**config.mk**
```make
export PLATFORM = sky130hd
export DESIGN_NAME = store_capture_monitor
export DESIGN_NICKNAME = d
export VERILOG_FILES = /design/src/rtl/store_capture_monitor.sv
export SDC_FILE = /design/constraint.sdc
export NUM_CORES = 1
export LEC_CHECK = 0
export CAP_MARGIN = 20
export CELL_PAD_IN_SITES_DETAIL_PLACEMENT = 1
export CELL_PAD_IN_SITES_GLOBAL_PLACEMENT = 2
export CORE_MARGIN = 2
export CORE_UTILIZATION = 46
export DETAILED_ROUTE_END_ITERATION = 8
export PLACE_DENSITY = 0.84
export RECOVER_POWER = 50
export SLEW_MARGIN = 15
export SYNTH_ARGS = -nofsm -noshare
export SYNTH_HDL_FRONTEND = slang
export SYNTH_SLANG_ARGS = --single-unit
```
**constraint.sdc**
```tcl
create_clock -name clk -period 9.1 [get_ports clk]
set_input_delay 1.365 -clock clk [delete_from_list [all_inputs] [get_ports clk]]
set_output_delay 1.365 -clock clk [all_outputs]
set_load 0.05 [all_outputs]
```
**src/rtl/store_capture_monitor.sv**
```systemverilog
// -----------------------------------------------------------------------------
// store_capture_monitor
//
// Listens to the CPU store interface and records every store into a
// show-ahead FIFO that a host/debug reader drains with a pop handshake.
// A programmable address/data pair is also watched and latched as a sticky
// "match" flag, typically used to spot the end-of-program store.
//
// Optional feature (macro STORE_CAPTURE_TIMESTAMP_EN):
//   Adds a 16-bit free-running cycle counter. Each entry also records the
//   counter value at its push edge, and the head timestamp appears on rd_time.
//
// Parameters:
//   DEPTH       FIFO entries (power of two, >= 2)
//   MATCH_ADDR  store address that raises match
//   MATCH_DATA  store data that raises match
//
// Ports:
//   clk        system clock, rising edge
//   reset      asynchronous active-low reset
//   MemWrite   CPU store strobe (one store per cycle while high)
//   DataAdr    CPU store address
//   WriteData  CPU store data
//   pop        reader consumes the head entry
//   clr_match  clears the match flag (a same-cycle match wins)
//   rd_valid   FIFO not empty
//   rd_addr    head entry address (0 when empty)
//   rd_data    head entry data (0 when empty)
//   count      number of stored entries
//   full       count == DEPTH
//   overflow   sticky: a store was dropped because the FIFO was full
//   match      sticky: the matching store was observed
//   rd_time    head entry timestamp, 0 when empty (timestamp build only)
// -----------------------------------------------------------------------------
module store_capture_monitor #(
    parameter int          DEPTH      = 8,
    parameter logic [31:0] MATCH_ADDR = 32'd200,
    parameter logic [31:0] MATCH_DATA = 32'd1,
    localparam int         AW         = $clog2(DEPTH),
    localparam int         CW         = AW + 1
) (
    input  logic          clk,
    input  logic          reset,
    input  logic          MemWrite,
    input  logic [31:0]   DataAdr,
    input  logic [31:0]   WriteData,
    input  logic          pop,
    input  logic          clr_match,
    output logic          rd_valid,
    output logic [31:0]   rd_addr,
    output logic [31:0]   rd_data,
    output logic [CW-1:0] count,
    output logic          full,
    output logic          overflow,
    output logic          match
`ifdef STORE_CAPTURE_TIMESTAMP_EN
    ,
    output logic [15:0]   rd_time
`endif
);

    localparam logic [CW-1:0] DEPTH_C = CW'(DEPTH);

    typedef struct packed {
        logic [31:0] addr;
        logic [31:0] data;
`ifdef STORE_CAPTURE_TIMESTAMP_EN
        logic [15:0] ts;
`endif
    } entry_t;

    entry_t        mem [DEPTH];
    entry_t        head;
    entry_t        wr_entry;
    logic [AW-1:0] wr_ptr;
    logic [AW-1:0] rd_ptr;
    logic [CW-1:0] cnt;
    logic          empty;
    logic          is_full;
    logic          do_push;
    logic          do_pop;
    logic          drop;
    logic          hit;

`ifdef STORE_CAPTURE_TIMESTAMP_EN
    logic [15:0]   ts_cnt;
`endif

    assign empty   = (cnt == '0);
    assign is_full = (cnt == DEPTH_C);

    // A pop on an empty FIFO is ignored. When full, a same-cycle pop frees the
    // slot so the push still goes in; otherwise a push while full is dropped.
    assign do_pop  = pop & ~empty;
    assign do_push = MemWrite & (~is_full | do_pop);
    assign drop    = MemWrite & is_full & ~do_pop;

    // Match compare ignores FIFO state so a dropped store still flags.
    assign hit     = MemWrite & (DataAdr == MATCH_ADDR) & (WriteData == MATCH_DATA);

    always_comb begin
        wr_entry      = '0;
        wr_entry.addr = DataAdr;
        wr_entry.data = WriteData;
`ifdef STORE_CAPTURE_TIMESTAMP_EN
        wr_entry.ts   = ts_cnt;
`endif
    end

    // Control state: pointers, occupancy and sticky flags.
    always_ff @(posedge clk or negedge reset) begin
        if (!reset) begin
            wr_ptr   <= '0;
            rd_ptr   <= '0;
            cnt      <= '0;
            overflow <= 1'b0;
            match    <= 1'b0;
`ifdef STORE_CAPTURE_TIMESTAMP_EN
            ts_cnt   <= '0;
`endif
        end else begin
            // Pointers are exactly AW bits wide, so wrap modulo DEPTH is free.
            if (do_push) wr_ptr <= wr_ptr + AW'(1);
            if (do_pop)  rd_ptr <= rd_ptr + AW'(1);

            // Occupancy follows the push/pop decisions; with both it holds.
            case ({do_push, do_pop})
                2'b10:   cnt <= cnt + CW'(1);
                2'b01:   cnt <= cnt - CW'(1);
                default: cnt <= cnt;
            endcase

            if (drop) overflow <= 1'b1;

            // Set has priority over clear.
            if (hit)            match <= 1'b1;
            else if (clr_match) match <= 1'b0;

`ifdef STORE_CAPTURE_TIMESTAMP_EN
            ts_cnt <= ts_cnt + 16'd1;
`endif
        end
    end

    // Storage array has no reset: after reset the pointers and count make
    // any stale contents unreachable, and outputs are forced to 0 when empty.
    always_ff @(posedge clk) begin
        if (do_push && reset) mem[wr_ptr] <= wr_entry;
    end

    assign head = mem[rd_ptr];

    // Outputs are derived only from registered state, never from the store
    // inputs, so there is no input-to-output combinational path.
    always_comb begin
        rd_valid = ~empty;
        rd_addr  = empty ? 32'd0 : head.addr;
        rd_data  = empty ? 32'd0 : head.data;
        count    = cnt;
        full     = is_full;
    end

`ifdef STORE_CAPTURE_TIMESTAMP_EN
    assign rd_time = empty ? 16'd0 : head.ts;
`endif

endmodule
```
==> results <==
- The instance area after placement is 0.0224 mm2.
- Prior to clock tree synthesis, the placed netlist has a worst setup slack of just under 4 ns.
- In the final layout, the share of cells above drive strength 1 is 0.204.
- Of the total power, registers draw 0.366.
- The proportion of power drawn by combinational gates is 0.382.
- The critical path is of the reg -> out type.
- The routability congestion estimate is around 0.70.
- The clock network power share is 0.252.
- The count of pins over their slew limit is 0.
- After synthesis, the netlist uses 39 different library cells.
- Clock-pin slew was measured on the worst setup and hold paths at roughly 0.06 ns.
- Averaged over all synthesized cells, the footprint is roughly 22 um2.
- The capturing instance or port of the critical path is rd_addr[31].
- The max-capacitance violation count is 0.
- The core area is between 0.04 and 0.05 mm2.
- The cell class contributing the biggest share of worst-path delay is buffers and inverters.
- STA classifies the critical path startpoint as a flop.
- The synthesis-to-finish area growth is 18.1%.
- Setup repair after global routing left no endpoint under its margin.
- The die covers roughly 0.046 mm2.
- The end-of-flow core utilization is 0.547.
- The final HPWL from detailed placement is 25.9 mm.
- The min-delay analysis places its worst path in the category reg -> reg.
- The post-CTS repair timing setup buffer count is 0.
- The final worst setup slack is 3.27 ns.
- The net count reported at finish is around 1200.
- Entering global routing, the biggest net connects 57 pins.
- IR analysis of the VDD net gives a maximum drop of 0.000271 V.
- The peak clock frequency supported by timing is around 170 MHz.
- Of all nets on the critical path, the largest fanout is 38.
- The number of warning messages in the yosys log is 0.
- The number of H-tree branching levels is 2.
- The global-route total usage across every layer is 0.204.
- Final hold analysis gives a worst-case slack of about 0.46 ns.
- The startpoint of the worst setup timing path is rd_ptr[0]$_DFFE_PN0N_.
- The switching power is 0.00306 W.
- The final wirelength is 45.9 mm.
- The routed length per placed instance is about 27 um.
- The critical path required time is 7.74 ns.
- The source of the worst register-to-register timing path is count[1]$_DFFE_PN0P_.
- The buffer depth of the longest clock path is 3.
- During I/O placement, the number of pins put on the boundary was ~140.
- The first TritonRoute pass finished after 7 iterations.
- The first-pass GRT wire length is 69.3 mm.
- Headroom to the max-slew limit came out at 0.0484.
- The number of antenna diodes in the final layout is 0.
- Global routing finished with a remaining overflow of 0.
- In this run the tool buffered the top-level ports with 140 buffer cells.
- For this run, the register share of the synthesized area comes to 0.770.
- The longest individual stage delay on the worst path is about 1.1 ns.
- The depth of the worst register-to-register path is 4.
- Counting I/O delays and the setup requirement, the final critical path takes approximately 6 ns.
- On the critical path, the stage with the largest delay is an instance of dfrtp_1.
- Measured along the x axis, the die boundary spans about 210 um.
- The signal on the critical path passes through buf_16, buf_4, mux4_2, mux2i_1, nor2_1, clkdlybuf4s50_1.
- The critical path contains buffers and inverters numbering 3 combined.
- The routed via count divided by cell count is 5.64.
- Of the total power, the share spent switching nets is 0.366.
- The setup TNS after final layout is 0 ns.
- The internal portion of total power is about 0.0053 W.
- The site row count is 77.
- The initial utilization of the core area, before any placement, comes to 0.463.
- At the pin with the least slew margin, the transition time is around 1.4 ns.
- The power density over the cells is roughly 350 mW/mm2.
- The DRC violations left is 0.
- Buffers inserted during clock tree synthesis total 53.
- The number of nets handed over by synthesis was roughly 990.
- The first routing iteration left between 700 and 800 violations.
- The fraction of registers with async set or reset after synthesis is 0.0229.
- In this run the register-to-register setup slack is 5.70 ns.
- After technology mapping, the gate count stands at 917.
- Counting every sink on the clock net gives between 500 and 600.
- The share of the cycle needed by the critical path after routing is 0.641.
- The number of hold buffers added after CTS is 0.
- The count of flip-flops with a built-in enable after synthesis is between 500 and 600.
- In this run the remaining antenna-violating nets after routing total 0.
- The root cell of the clock tree is clkbuf_16.
- The reg-to-reg critical path endpoint is mem[1][42]$_DFFE_PP_.
- The die is roughly 210 um tall.
- The number of endpoints with negative hold slack in the final report came to 0.
- The number of antenna violations at the first check in global routing is 8.
- The clock insertion delay at the later pin of the skew report is between 0.6 and 0.7 ns.
- The final standard cell area without fillers is about 0.024 mm2.
- The post-cts gate resize count is 0.
- Counting buffers and inverters, the worst setup path is 6 cells deep.
- The run finished with clean final reports.
- In the synthesized netlist the dominant register cell turns out to be edfxtp_1.
- Setup violations remaining at the end of the flow were counted as 0.
- The standby leakage power is just under 8 nW.
- TritonCTS built the clock tree.
- The number of global-route vias before repair is 10800.
- Data arrives at the worst endpoint at approximately 4.5 ns.
- In this run, synthesis produced a sequential element count of around 520.
- The total via count in the routed design is just under 10000.
- The final clock skew is 0.0276 ns.
- The post-synth design cell area is slightly above 0.02 mm2.
- The worst hold path depth is 1.
- The worst setup path is captured at an output port.
-- metal layers --
metal,up-vias,GRT usage,wire [um]
met4,6,0.0586,1090
met3,87,0.0435,2360
li1,4153,-,-
met5,-,0,36
met1,5182,0.273,19300
met2,280,0.341,23100
-- logic make-up (layout without fill, tap and decap cells) --
logic type / Yosys count / count (layout) / share of synthesized area
AND/OR/NAND/NOR: 125 / 125 / 0.0283
multiplexers: 197 / 197 / 0.176
flip-flops: 524 / 524 / 0.770
AO/OA/AOI/OAI: 13 / 13 / 0.00535
XOR/XNOR: 5 / 5 / 0.00215
buffers and inverters: 50 / 263 / 0.0168
adder cells (fa/ha/maj): 3 / 3 / 0.00184
-- Yosys cell counts, types with 3 or more instances --
library cell	count	area [um2]
edfxtp_1	512	15400
nor2_1	73	274
nand3_1	4	20.0
nand4_1	3	18.8
mux2i_1	67	671
inv_1	3	11.3
ha_1	3	37.5
nor4b_1	4	35.0
nor3_1	6	30.0
buf_6	14	158
dfrtp_1	12	300
buf_2	21	105
xnor2_1	5	43.8
nand2_1	13	48.8
clkbuf_1	5	18.8
buf_4	6	45.0
nor4_1	14	87.6
mux4_2	128	2880
-- flip-flops by register name, indices dropped and copies added, names as in the netlist --
signal,flops
count,4
match,1
mem,512
overflow,1
rd_ptr,3
wr_ptr,3
-- cells in the final DEF, fill, tap and decap left out, types with 14 or more instances in the layout --
| cell type | netlist | layout |
|---|---|---|
| clkdlybuf4s50_1 | 0 | 73 |
| nor2_1 | 73 | 71 |
| clkbuf_16 | 0 | 54 |
| clkbuf_1 | 5 | 18 |
| nor4_1 | 14 | 14 |
| edfxtp_1 | 512 | 512 |
| mux2i_1 | 67 | 67 |
| mux4_2 | 128 | 128 |
| buf_4 | 6 | 15 |
| dlygate4sd3_1 | 0 | 67 |
-- final cells by class --
cell class                      count  area [um2]
Fill cell                        3849       19900
Inverter                            4        15.0
Tap cell                          592         741
Clock inverter                     31         275
Clock buffer                       68        1400
Sequential cell                   524       15700
Timing Repair Buffer              160        1560
Multi-Input combinational cell    343        4370
-- worst min-delay path by stage --
stage                            end             startpoint  slack (ns)
3_3_place_gp    overflow$_DFFE_PN0P_   overflow$_DFFE_PN0P_        0.44
6_report        overflow$_DFFE_PN0P_   overflow$_DFFE_PN0P_        0.46
4_1_cts         overflow$_DFFE_PN0P_   overflow$_DFFE_PN0P_        0.46
5_1_grt         overflow$_DFFE_PN0P_   overflow$_DFFE_PN0P_        0.49
3_5_place_dp    overflow$_DFFE_PN0P_   overflow$_DFFE_PN0P_        0.45
2_1_floorplan  wr_ptr[2]$_DFFE_PN0P_  wr_ptr[2]$_DFFE_PN0P_        0.52
-- power by group through the flow --
stage / clock, W / combinational, W / sequential (W)
after floorplan: 0 / 0.00238 / 0.00300
after global placement: 0 / 0.00316 / 0.00315
after CTS: 0.00215 / 0.00320 / 0.00312
after global routing: 0.00224 / 0.00338 / 0.00309
after detailed placement: 0 / 0.00318 / 0.00317
final: 0.00210 / 0.00320 / 0.00306
-- metrics by stage --
stage                     cells  power, W
after floorplan             917   0.00539
after global placement     1622   0.00631
after detailed placement   1622   0.00635
after CTS                  1721   0.00847
after global routing       1722   0.00870
final                      1722   0.00836
Power figures use the tool's default switching activity.
